**config.mk**
```make
export PLATFORM = sky130hd
export DESIGN_NAME = lock_ctrl_param
export DESIGN_NICKNAME = d
export VERILOG_FILES = /design/src/rtl/lock_pkg.sv /design/src/rtl/lockout_timer.sv /design/src/rtl/lock_ctrl_param.sv
export SDC_FILE = /design/constraint.sdc
export NUM_CORES = 1
export LEC_CHECK = 0
export ABC_CLOCK_PERIOD_IN_PS = 3000
export BUFFER_PORTS_ARGS = -buffer_cell sky130_fd_sc_hd__buf_2
export CAP_MARGIN = 30
export CORE_ASPECT_RATIO = 2
export CORE_MARGIN = 2
export CORE_UTILIZATION = 55
export CTS_CLUSTER_SIZE = 20
export DETAILED_ROUTE_END_ITERATION = 8
export PLACE_DENSITY = 0.76
export SYNTH_ARGS = -nofsm -noshare
export SYNTH_HDL_FRONTEND = slang
export SYNTH_SLANG_ARGS = --single-unit
```
**constraint.sdc**
```tcl
create_clock -name clk -period 3 [get_ports clk]
set_input_delay 0.45 -clock clk [delete_from_list [all_inputs] [get_ports clk]]
set_output_delay 0.45 -clock clk [all_outputs]
set_load 0.01 [all_outputs]
```
**src/rtl/lock_pkg.sv**
```systemverilog
// Shared types and width helpers for the parametrised passcode lock.
package lock_pkg;

  typedef enum logic [2:0] {
    IDLE,
    SET_ENTRY,
    ARMED,
    LOCKOUT,
    UNLOCKED
  } lock_state_t;

  // Bits needed to count 0..n inclusive.
  function automatic int cnt_width(input int n);
    return $clog2(n + 1);
  endfunction

  // Down-counter width for a lockout of `cycles` clocks, never below 1 bit.
  function automatic int timer_width(input int cycles);
    return (cycles > 1) ? $clog2(cycles) : 1;
  endfunction

endpackage

```
**src/rtl/lockout_timer.sv**
```systemverilog
// Load/decrement down-counter for the lockout period; done is high while it reads zero.
module lockout_timer
  import lock_pkg::*;
#(
  parameter int LOCKOUT_CYCLES = 1000000
) (
  input  logic clk,
  input  logic rst,
  input  logic load,
  input  logic dec,
  input  logic clr,
  output logic done
);

  localparam int TMR_W = timer_width(LOCKOUT_CYCLES);

  logic [TMR_W-1:0] count_q, count_d;

  always_comb begin
    count_d = count_q;
    if (clr) begin
      count_d = '0;
    end else if (load) begin
      count_d = TMR_W'(LOCKOUT_CYCLES - 1);
    end else if (dec && (count_q != '0)) begin
      count_d = count_q - TMR_W'(1);
    end
  end

  always_ff @(posedge clk or negedge rst) begin
    if (!rst) count_q <= '0;
    else      count_q <= count_d;
  end

  assign done = (count_q == '0);

endmodule

```
**src/rtl/lock_ctrl_param.sv**
```systemverilog
// Parametrised passcode lock: programs a DIGITS x DIGIT_W code, verifies entries, locks out
// after MAX_TRIES failures. Define LOCK_MASTER_CODE_EN to enable the MASTER_CODE override.
module lock_ctrl_param
  import lock_pkg::*;
#(
  parameter int                           DIGITS         = 4,
  parameter int                           DIGIT_W        = 4,
  parameter int                           MAX_TRIES      = 3,
  parameter int                           LOCKOUT_CYCLES = 1000000,
  parameter logic [DIGITS*DIGIT_W-1:0]    MASTER_CODE    = '0
) (
  input  logic                                clk,
  input  logic                                rst,
  input  logic                                enter,
  input  logic [DIGIT_W-1:0]                  digit,
  input  logic                                set_button,
  input  logic                                lock_button,
  input  logic                                clear,
  output logic                                is_set,
  output logic                                unlocked,
  output logic                                locked_out,
  output logic                                bad_attempt,
  output logic [$clog2(DIGITS+1)-1:0]         digit_count,
  output logic [$clog2(MAX_TRIES+1)-1:0]      fail_count
);

  localparam int CODE_W = DIGITS * DIGIT_W;
  localparam int CNT_W  = cnt_width(DIGITS);
  localparam int FAIL_W = cnt_width(MAX_TRIES);

  lock_state_t       state_q, state_d;
  logic [CODE_W-1:0] code_q, code_d;
  logic [CODE_W-1:0] entry_q, entry_d;
  logic [CNT_W-1:0]  digit_count_q, digit_count_d;
  logic [FAIL_W-1:0] fail_count_q, fail_count_d;
  logic              is_set_q, is_set_d;
  logic              unlocked_q, unlocked_d;
  logic              bad_attempt_q, bad_attempt_d;

  logic [CODE_W-1:0] captured;
  logic [FAIL_W-1:0] fail_inc;
  logic              complete, master_hit;
  logic              tmr_load, tmr_clr, tmr_done;

  // On the completing enter, captured is the full code with the new digit on top.
  always_comb begin
    captured = entry_q;
    captured[int'(digit_count_q)*DIGIT_W +: DIGIT_W] = digit;
  end

  assign complete = enter && (digit_count_q == CNT_W'(DIGITS - 1));
  assign fail_inc = fail_count_q + FAIL_W'(1);

`ifdef LOCK_MASTER_CODE_EN
  assign master_hit = complete && (captured == MASTER_CODE);
`else
  logic unused_master;
  assign unused_master = ^MASTER_CODE;
  assign master_hit    = 1'b0;
`endif

  always_comb begin
    // NOTE: every signal gets its hold/default value first so no branch can infer a latch.
    state_d       = state_q;
    code_d        = code_q;
    entry_d       = entry_q;
    digit_count_d = digit_count_q;
    fail_count_d  = fail_count_q;
    is_set_d      = is_set_q;
    unlocked_d    = unlocked_q;
    bad_attempt_d = 1'b0;
    tmr_load      = 1'b0;
    tmr_clr       = 1'b0;

    unique case (state_q)
      IDLE: begin
        if (!clear && set_button) state_d = SET_ENTRY;
      end

      SET_ENTRY: begin
        if (clear) begin
          entry_d       = '0;
          digit_count_d = '0;
          state_d       = is_set_q ? UNLOCKED : IDLE;
        end else if (set_button) begin
          entry_d       = '0;
          digit_count_d = '0;
        end else if (complete) begin
          code_d        = captured;
          is_set_d      = 1'b1;
          unlocked_d    = 1'b0;
          fail_count_d  = '0;
          entry_d       = '0;
          digit_count_d = '0;
          state_d       = ARMED;
        end else if (enter) begin
          entry_d       = captured;
          digit_count_d = digit_count_q + CNT_W'(1);
        end
      end

      ARMED: begin
        if (clear) begin
          entry_d       = '0;
          digit_count_d = '0;
        end else if (complete) begin
          entry_d       = '0;
          digit_count_d = '0;
          if (master_hit || (captured == code_q)) begin
            unlocked_d   = 1'b1;
            fail_count_d = '0;
            state_d      = UNLOCKED;
          end else begin
            bad_attempt_d = 1'b1;
            fail_count_d  = fail_inc;
            if (fail_inc == FAIL_W'(MAX_TRIES)) begin
              tmr_load = 1'b1;
              state_d  = LOCKOUT;
            end
          end
        end else if (enter) begin
          entry_d       = captured;
          digit_count_d = digit_count_q + CNT_W'(1);
        end
      end

      LOCKOUT: begin
        if (master_hit) begin
          unlocked_d    = 1'b1;
          fail_count_d  = '0;
          tmr_clr       = 1'b1;
          entry_d       = '0;
          digit_count_d = '0;
          state_d       = UNLOCKED;
        end else begin
          if (tmr_done) begin
            fail_count_d = '0;
            state_d      = ARMED;
          end
`ifdef LOCK_MASTER_CODE_EN
          // Non-master entries are collected but silently dropped while locked out.
          if (complete) begin
            entry_d       = '0;
            digit_count_d = '0;
          end else if (enter) begin
            entry_d       = captured;
            digit_count_d = digit_count_q + CNT_W'(1);
          end
`endif
        end
      end

      UNLOCKED: begin
        if (!clear && set_button) begin
          entry_d       = '0;
          digit_count_d = '0;
          state_d       = SET_ENTRY;
        end else if (!clear && lock_button) begin
          unlocked_d = 1'b0;
          state_d    = ARMED;
        end
      end

      default: state_d = IDLE;
    endcase
  end

  lockout_timer #(
    .LOCKOUT_CYCLES(LOCKOUT_CYCLES)
  ) u_timer (
    .clk  (clk),
    .rst  (rst),
    .load (tmr_load),
    .dec  (state_q == LOCKOUT),
    .clr  (tmr_clr),
    .done (tmr_done)
  );

  // NOTE: sequential state uses non-blocking assignments so all flops update together.
  always_ff @(posedge clk or negedge rst) begin
    if (!rst) begin
      state_q       <= IDLE;
      // NOTE: the code register is reset as well; a reset must forget the programmed code.
      code_q        <= '0;
      entry_q       <= '0;
      digit_count_q <= '0;
      fail_count_q  <= '0;
      is_set_q      <= 1'b0;
      unlocked_q    <= 1'b0;
      bad_attempt_q <= 1'b0;
    end else begin
      state_q       <= state_d;
      code_q        <= code_d;
      entry_q       <= entry_d;
      digit_count_q <= digit_count_d;
      fail_count_q  <= fail_count_d;
      is_set_q      <= is_set_d;
      unlocked_q    <= unlocked_d;
      bad_attempt_q <= bad_attempt_d;
    end
  end

  assign is_set      = is_set_q;
  assign unlocked    = unlocked_q;
  assign locked_out  = (state_q == LOCKOUT);
  assign bad_attempt = bad_attempt_q;
  assign digit_count = digit_count_q;
  assign fail_count  = fail_count_q;

endmodule

```
==> qor.txt <==
Status: complete, no violations
Most common cell after layout, fill and taps aside: dfrtp_1
Synth Net Count: 410
Nets: 441
Post-synthesis register bit count: 63
Post-synth ARST share: 1.000
Drt wl/cell: 16.80 um
Final setup fails: 0
1st-pass router iterations: 5
CP Launch Type: flip-flop
CTS Hold Bufs: 0
H-tree Lvls: 3
Pre-CTS WS: -121.9 ps
Worst min-delay path class: in -> async
Post-synthesis area per instance: 9.392 sq um
Post-route ant nets: 0
Fillcell total: 566
Worst-skew pair later-pin latency: 340 ps
Row cnt: 42
Final Util: 0.6626
Final Hold Viols: 0
Leak: 1.806 nW
Cells after Synth: 391
Switching Share: 0.3912
Pwr/cell area: 947.4 nW/um^2
Most used DFF post-synth: dfrtp_1
Final Max Tran Viols: 0
Worst setup EP type: flip-flop
Cell Count, Final, Fillers Out: 515
Routed length on met1: 3.790 mm
Worst-margin pin slew: 793.7 ps
Worst Setup Path Type: reg -> reg
Fmax: 336.9 MHz
TritonCTS Buffers: 9
Initial antenna violation count: 0
Post-synth top area share: 0.4293
Min cycle time layout: 2968 ps
Top-level I/O count: 19
Die H: 119.6 um
Number of port buffers: 18
Register area share after synthesis: 0.4293
Gr usage total: 0.2593
Worst hold slack: 283.9 ps
DRT Wirelength: 8.650 mm
Clock sinks: 63
Most frequent cells in the layout: dfrtp_1, nor2_1, nand2_1, a21oi_1, buf_2
Internal: 2.491 mW
Root buffer cell: clkbuf_16
Clock power frac: 0.255
Via count: 3,064
# DRC: 0
Synth warnings: 0
Effective utilization at floorplan: 0.5636
RePlAce Congestion: 0.8397
WL met3: 431 um
Combinational share of power: 0.464
NetSw: 1.600 mW
Die ar.: 7386 sq um
Dominant cell type by area after synthesis: dfrtp_1
Die Span X: 61.78 um
Top layer in use: met4
GRT Residual Overflow: 0
Relative slew slack: 0.4709
CTS max path bufs: 2
# diodes: 0
Synth cell types: 61
First-pass GRT wire length: 14.10 mm
Number of synthesized flops with an enable pin: 0
Cells after DPL: 493
Via-to-Cell Ratio: 5.950
Area grow syn2layout: 17.58%
Reg clk slew, reported paths: 60 ps
Maximum vdd drop: 0.0005553 V
DP Wirelength: 5.816 mm
CTS tree: yes
Sequential power share: 0.281
Layout cells sized above 1: 0.2225
CP arrival: 3190 ps
Vias in the first global route: 2,972
Pin count of the biggest net entering global routing: 64
Final Cycle Share: 0.9894
Cell Area, Synth: 3672 sq um
Skew final: 7.974 ps
Core ar.: 6516 sq um
Synth area leaders: dfrtp_1, nor2_1, xnor2_1, nand2_1, a21oi_1
Met2 WL: 4.177 mm
Max-cap viol count: 0
Worst path required time: 3230 ps
Initial DRC count: 332
Max Fanout on Critical Path: 5
Setup ws final: 31.83 ps
-- stage by stage --
stage,TNS (ps),instance area [sq um],power (mW)
2_1_floorplan,0,3701,2.419
3_3_place_gp,0,3911,2.798
3_5_place_dp,-1823,3911,2.876
4_1_cts,0,4223,3.948
5_1_grt,-164.1,4318,4.337
6_report,0,4318,4.091
-- power groups by stage --
stage | Clock, mW | Sequential, mW | Combinational (mW)
after floorplan | 0 | 1.15 | 1.27
after global placement | 0 | 1.15 | 1.65
after detailed placement | 0 | 1.16 | 1.72
after CTS | 1.06 | 1.14 | 1.75
after global routing | 1.09 | 1.18 | 2.07
final | 1.04 | 1.15 | 1.90
-- worst max-delay path: stages, from the launching register on --
cell and delay, ps:
dfrtp_2 400, inv_2 80, ha_4 150, ha_4 210, nor4b_4 410, a21boi_2 110, or3_4 350, a2111oi_4 410
buf_4 170, a41oi_1 110, a2bb2oi_1 160, o31ai_1 280
-- state kept, by name, summed over array words and instances, names as in the netlist --
signal and flops:
fail_count 2, bad_attempt 1, u_timer.count_q 20, is_set 1, digit_count 3, state_q 3
code_q 16, unlocked 1, entry_q 16
-- metal layers --
layer  vias up  global-route usage
met5         -                   0
met4         0              0.1423
met3        20             0.04957
met2        90              0.3730
met1      1485              0.3604
li1       1469                   -
-- cells in the mapped netlist, drive strengths merged, types with 7 or more instances --
library cell,n
nand2,37
nor2,55
xor2,12
ha,9
clkbuf,11
inv,11
and3,10
a211oi,9
a21oi,27
nand3,7
a21boi,8
a22oi,8
xnor2,17
dfrtp,63
o21ai,13
-- repair_timing --
action                     4_1_cts  5_1_grt
cloned                           0        1
setup buffers                    0        5
gates resized for setup          2       15
pin swaps                        5       10
setup endpoints to repair       24       27
-- path summary, 6_finish.rpt --
path	depth (start not counted)	startpoint	endpoint	slack (ps)
worst max register to register	11	digit_count[0]	state_q[0]	30
min in group clk	2	digit[1]	entry_q[1]	450
worst min-delay path	2	rst	entry_q[7]	280
max in group asynchronous	2	rst	digit_count[0]	2170
worst max-delay path	11	digit_count[0]	state_q[0]	30
worst min register to register	2	entry_q[11]	entry_q[11]	490
-- logic make-up after synthesis --
family | synth area share
AND/OR/NAND/NOR | 0.2245
AO/OA/AOI/OAI | 0.2044
flip-flops | 0.4293
XOR/XNOR | 0.06916
buffers and inverters | 0.03373
adder cells (fa/ha/maj) | 0.03066
multiplexers | 0.008177
-- cell type report --
type,count,area [sq um],area share
clock inverters,6,60.06,0.01391
repair buffers,36,232.7,0.05390
flip-flops and latches,63,1578,0.3654
clock buffers,10,239.0,0.05535
well taps,88,110.1,0.02550
multi-input cells,301,2057,0.4764
inverters,11,41.29,0.009562
Power figures use the tool's default switching activity.
